===== src/rtl/wb_byte_initiator.sv =====
// wb_byte_initiator: byte-stream command port issuing single-beat Wishbone classic reads/writes
module wb_byte_initiator #(
   parameter int unsigned TIMEOUT_CYCLES = 255
) (
   input  logic        wb_clk_i,
   input  logic        wb_rst_i,
   input  logic [7:0]  cmd_data,
   input  logic        cmd_valid,
   output logic        cmd_ready,
   output logic [7:0]  rsp_data,
   output logic        rsp_valid,
   input  logic        rsp_ready,
   output logic        wbm_cyc_o,
   output logic        wbm_stb_o,
   output logic        wbm_we_o,
   output logic [3:0]  wbm_sel_o,
   output logic [31:0] wbm_adr_o,
   output logic [31:0] wbm_dat_o,
   input  logic [31:0] wbm_dat_i,
   input  logic        wbm_ack_i,
   output logic        busy
);
   typedef enum logic [2:0] {OPC, ADDR, DATA, BUS, RESP} state_t;
   localparam logic [15:0] TLAST = 16'(TIMEOUT_CYCLES - 1);
   state_t      state;
   logic [1:0]  cnt;
   logic [2:0]  rsp_left;
   logic [15:0] tcnt;
   logic [31:0] rdat;
   logic        cmd_take;
   assign cmd_ready = (state == OPC) || (state == ADDR) || (state == DATA);
   assign busy      = state != OPC;
   assign cmd_take  = cmd_valid & cmd_ready;
   assign wbm_stb_o = wbm_cyc_o;
   assign wbm_sel_o = {4{wbm_cyc_o}};
   always_ff @(posedge wb_clk_i) begin
      if (wb_rst_i) begin
         state     <= OPC;
         cnt       <= '0;
         rsp_left  <= '0;
         tcnt      <= '0;
         rdat      <= '0;
         rsp_data  <= '0;
         rsp_valid <= 1'b0;
         wbm_cyc_o <= 1'b0;
         wbm_we_o  <= 1'b0;
         wbm_adr_o <= '0;
         wbm_dat_o <= '0;
      end else begin
         unique case (state)
            OPC: if (cmd_take) begin
               cnt <= '0;
               if (cmd_data == 8'h57 || cmd_data == 8'h52) begin
                  wbm_we_o <= cmd_data == 8'h57;
                  state    <= ADDR;
               end else begin
                  rsp_data  <= 8'hEE;
                  rsp_valid <= 1'b1;
                  rsp_left  <= '0;
                  state     <= RESP;
               end
            end
            ADDR: if (cmd_take) begin
               wbm_adr_o <= {wbm_adr_o[23:0], cmd_data};
               cnt       <= cnt + 2'd1;
               if (cnt == 2'd3) begin
                  state     <= wbm_we_o ? DATA : BUS;
                  wbm_cyc_o <= !wbm_we_o;
                  tcnt      <= '0;
               end
            end
            DATA: if (cmd_take) begin
               wbm_dat_o <= {wbm_dat_o[23:0], cmd_data};
               cnt       <= cnt + 2'd1;
               if (cnt == 2'd3) begin
                  state     <= BUS;
                  wbm_cyc_o <= 1'b1;
                  tcnt      <= '0;
               end
            end
            BUS: begin
               // an ack arriving on the final timeout cycle still completes normally
               if (wbm_ack_i || tcnt == TLAST) begin
                  wbm_cyc_o <= 1'b0;
                  rdat      <= wbm_dat_i;
                  rsp_data  <= wbm_ack_i ? 8'h00 : 8'hFF;
                  rsp_valid <= 1'b1;
                  rsp_left  <= (wbm_ack_i && !wbm_we_o) ? 3'd4 : 3'd0;
                  state     <= RESP;
               end else begin
                  tcnt <= tcnt + 16'd1;
               end
            end
            RESP: if (rsp_ready) begin
               if (rsp_left == 3'd0) begin
                  rsp_valid <= 1'b0;
                  state     <= OPC;
               end else begin
                  rsp_data <= rdat[31:24];
                  rdat     <= {rdat[23:0], 8'h00};
                  rsp_left <= rsp_left - 3'd1;
               end
            end
            default: state <= OPC;
         endcase
      end
   end
endmodule

===== config.mk =====
export PLATFORM = sky130hd
export DESIGN_NAME = wb_byte_initiator
export DESIGN_NICKNAME = d
export VERILOG_FILES = /design/src/rtl/wb_byte_initiator.sv
export SDC_FILE = /design/constraint.sdc
export NUM_CORES = 1
export LEC_CHECK = 0
export ABC_AREA = 1
export CAP_MARGIN = 0
export CORE_ASPECT_RATIO = 0.5
export CORE_MARGIN = 2
export CORE_UTILIZATION = 60
export DETAILED_ROUTE_END_ITERATION = 16
export DONT_BUFFER_PORTS = 1
export GPL_ROUTABILITY_DRIVEN = 1
export PLACE_DENSITY = 0.78
export SLEW_MARGIN = 25
export SYNTH_ARGS = -nofsm -noshare
export SYNTH_HDL_FRONTEND = slang
export SYNTH_SLANG_ARGS = --single-unit

===== constraint.sdc =====
create_clock -name wb_clk_i -period 2.1 [get_ports wb_clk_i]
set_input_delay 0.42 -clock wb_clk_i [delete_from_list [all_inputs] [get_ports wb_clk_i]]
set_output_delay 0.42 -clock wb_clk_i [all_outputs]
set_load 0.03 [all_outputs]

==> results.tsv <==
stage	metric	value	unit
outcome	outcome	complete, no violations	
sta	Slew HR	0.678	
cells_and_area	ant diodes	0	
power_and_ir_drop	Max VDD drop	0.000641	V
synthesis	syn nets	924	
clock_network	clk buf depth	2	
setup_path	most used cell, CP	nand2_1	
synthesis	Mapped Cells	874	
cells_and_area	nets	904	
setup_path	critical path, cell by cell	inv_2, nand3_1, nand2_1, nand2_1, nand2_1, inv_2, nand2_2, o21ai_0, nor2_1	
detailed_routing	vias per cell	5.41	
cells_and_area	Fill cells	818	
clock_network	H-tree depth	4	
power_and_ir_drop	P_leak	2.83	nW
clock_network	Clock transition at path regs	60	ps
global_route	GR Overflow Total	0	
sta	Worst Tran Pin Value	482	ps
floorplan	I/O pins	127	
setup_path	Worst Path Arrival	2180	ps
power_and_ir_drop	PD cells	1390	nW/um2
global_route	first-pass GRT wire length	23.0	mm
sta	hold violation count in the final report	0	
synthesis	top cell type's share of synthesized area	0.434	
synthesis	Avg Inst Size Synth	6.92	um2
placement	PortBufs	0	
floorplan	chip width	146	um
sta	RSZ-0062 raised after global routing	false	
synthesis	dominant cell type by area after synthesis	dfxtp_1	
job	# Max-Cap Violations	0	
hold_path	min-delay src	wb_rst_i	
sta	final setup fails	0	
clock_network	worst skew pair latency	410	ps
synthesis	Synth cell types	35	
global_route	gr usage total	0.264	
setup_path	Worst setup EP type	flip-flop	
floorplan	die area	10900	um2
sta	setup_tns	0	ps
cells_and_area	Syn-to-layout area delta	10.6	%
global_route	antenna violations before repair	0	
setup_path	crit path launch type	flip-flop	
cells_and_area	layout cells sized above 1	0.0842	
sta	minimum clock period after layout	1880	ps
synthesis	Mapped Area	6040	um2
detailed_routing	routed wire length	14.1	mm
setup_path	CP max-delay cell	dfxtp_1	
clock_network	CTS tree	built	
placement	placed inst area	6030	um2
detailed_routing	first-pass iteration count of the detailed router	5	
detailed_routing	total number of vias	5424	
placement	DP HPWL	9.07	mm
global_route	vias in the first global route	4891	
setup_path	r2r startpoint	state[2]$_SDFFE_PP0P_	
hold_path	Worst Hold Class	input pin to flip-flop	
detailed_routing	DRC	0	
detailed_routing	drt initial violations	315	
floorplan	# rows	25	
clock_network	clock root buffer	clkbuf_16	
setup_path	required time of the worst setup path	2400	ps
sta	Final Skew	7.00	ps
setup_path	CP max FO	15	
sta	Max Freq	531	MHz
clock_network	CTS buffer count	17	
sta	Slew Viols, Final	0	
synthesis	largest cells by area after synthesis	dfxtp_1 (43%), nand2_1 (13%), nor2_1 (8.0%), a21oi_1 (7.9%), o21ai_0 (6.0%)	
cells_and_area	post-route cell area	6680	um2
clock_network	CTS sink count	131	
floorplan	Die Ht	75.0	um
detailed_routing	Antenna Nets Post-Route	0	
floorplan	Core Footprint	9600	um2
setup_path	Max stage delay on crit path	550	ps
setup_path	Critical Path Source	state[2]$_SDFFE_PP0P_	
synthesis	Synth Register Bits	131	
sta	crit share post-route	0.897	
floorplan	Initial Util	0.629	
global_route	largest net degree at the start of global routing	65	
detailed_routing	routed len/inst	14.1	um
placement	GPL Wtd Cong	0.858	
setup_path	worst setup path category	flip-flop to flip-flop	
synthesis	sequential element share of the synthesized area	0.434	
synthesis	synthesis warning total	0	
==> cell usage after synthesis <==
library cell  instances
nand2_1             204
dfxtp_1             131
nor2_1              129
a21oi_1              95
inv_1                78
o21ai_0              72
nand3_1              36
clkbuf_1             29
nand4_1              26
buf_6                10
nor3_1               10
buf_2                 8
buf_4                 6
ha_1                  5
inv_2                 4
nor2_4                4
nand2_2               3
nand2_4               3
or2_2                 3
a31oi_1               2
xor2_1                2
buf_1                 1
inv_4                 1
nand3_2               1
nand3_4               1
nand3b_1              1
nand3b_2              1
nand4_2               1
nor2_2                1
nor3b_1               1
o21a_1                1
o21ai_1               1
o21ai_2               1
o21bai_1              1
xnor2_1               1
==> power breakdown <==
| part | switching (mW) | internal (mW) | leakage [nW] |
|---|---|---|---|
| combinational | 1.53 | 0.675 | 1.46 |
| clock | 1.14 | 2.04 | 0.305 |
| sequential | 0.942 | 2.93 | 1.06 |
| total | 3.62 | 5.64 | 2.83 |
==> final timing paths <==
kind,slack [ps],depth (start not counted),endpoint
min,80,1,cnt[1]$_SDFFE_PP0P_
max,220,9,tcnt[13]$_SDFFE_PP0P_
max reg2reg,220,9,tcnt[13]$_SDFFE_PP0P_
min reg2reg,460,2,rdat[12]$_SDFFE_PP0P_
==> cell type report <==
type / instances / area, um2 / share of cell area
multi-input cells: 607 / 2800 / 0.420
well taps: 135 / 169 / 0.0253
inverters: 83 / 314 / 0.0470
clock buffers: 18 / 439 / 0.0657
repair buffers: 14 / 130 / 0.0195
flip-flops and latches: 131 / 2620 / 0.393
clock inverters: 14 / 203 / 0.0303
==> what timing repair did <==
item,in CTS,in global routing
endpoints found under the setup margin,0,5
endpoints found under the hold margin,0,0
resized for setup,0,0
hold buffers,0,0
setup buffers,0,0
==> through the flow <==
stage,hold slack [ps],util,total power [mW],std cells,setup WS [ps]
detailed placement,448,0.628,6.06,969,188
floorplan,439,-,5.76,874,504
CTS,74.0,0.695,9.26,1001,167
finish,78.6,0.696,9.26,1002,217
global route,62.3,0.696,9.77,1002,38.2
global placement,443,0.628,6.00,969,292
==> registers in the layout, indices dropped and copies added, names as in the netlist <==
register,cells
rdat,32
wbm_adr_o,32
wbm_dat_o,32
tcnt,16
rsp_data,8
rsp_left,3
state,3
cnt,2
rsp_valid,1
wbm_cyc_o,1
wbm_we_o,1
==> placed cells by master (no fill, tap or decap), types with 2 or more instances in the layout <==
cell        instances
a21oi_1            95
a31oi_1             2
buf_12              2
buf_4              12
bufinv_16           4
clkbuf_16          17
clkinv_4            3
clkinvlp_4          3
dfxtp_1           130
ha_1                5
inv_1              77
inv_2               5
inv_6               2
nand2_1           204
nand2_2             3
nand2_4             3
nand3_1            36
nand4_1            26
nor2_1            129
nor2_2              2
nor2_4              4
nor3_1             10
o21ai_0            72
or2_2               3
xor2_1              2
==> worst max-delay path: cells and delay by family (launching register included) <==
family / cells / cell delay [ps]
AOI/OAI and AO/OA: 1 / 240
buffers and inverters: 2 / 200
DFF: 1 / 550
and+or+nand+nor: 6 / 790
==> cells by family (layout without fill, tap and decap cells) <==
| kind of cell | count (synthesis) | count (layout) | share of synthesized area |
|---|---|---|---|
| and+or+nand+nor | 425 | 426 | 0.303 |
| DFF | 131 | 131 | 0.434 |
| buffers and inverters | 137 | 129 | 0.103 |
| AOI/OAI and AO/OA | 173 | 173 | 0.145 |
| adders and majority gates | 5 | 5 | 0.0103 |
| xor gates and xnor gates | 3 | 3 | 0.00435 |
==> per-layer routing <==
layer / vias up / GRT usage / part of all wire
li1: 2766 / - / -
met1: 2455 / 0.317 / 0.44
met2: 184 / 0.441 / 0.45
met3: 19 / 0.108 / 0.10
met4: 0 / 0.0882 / 0.011
met5: - / 0 / 0
(Power assumes the default switching activity.)
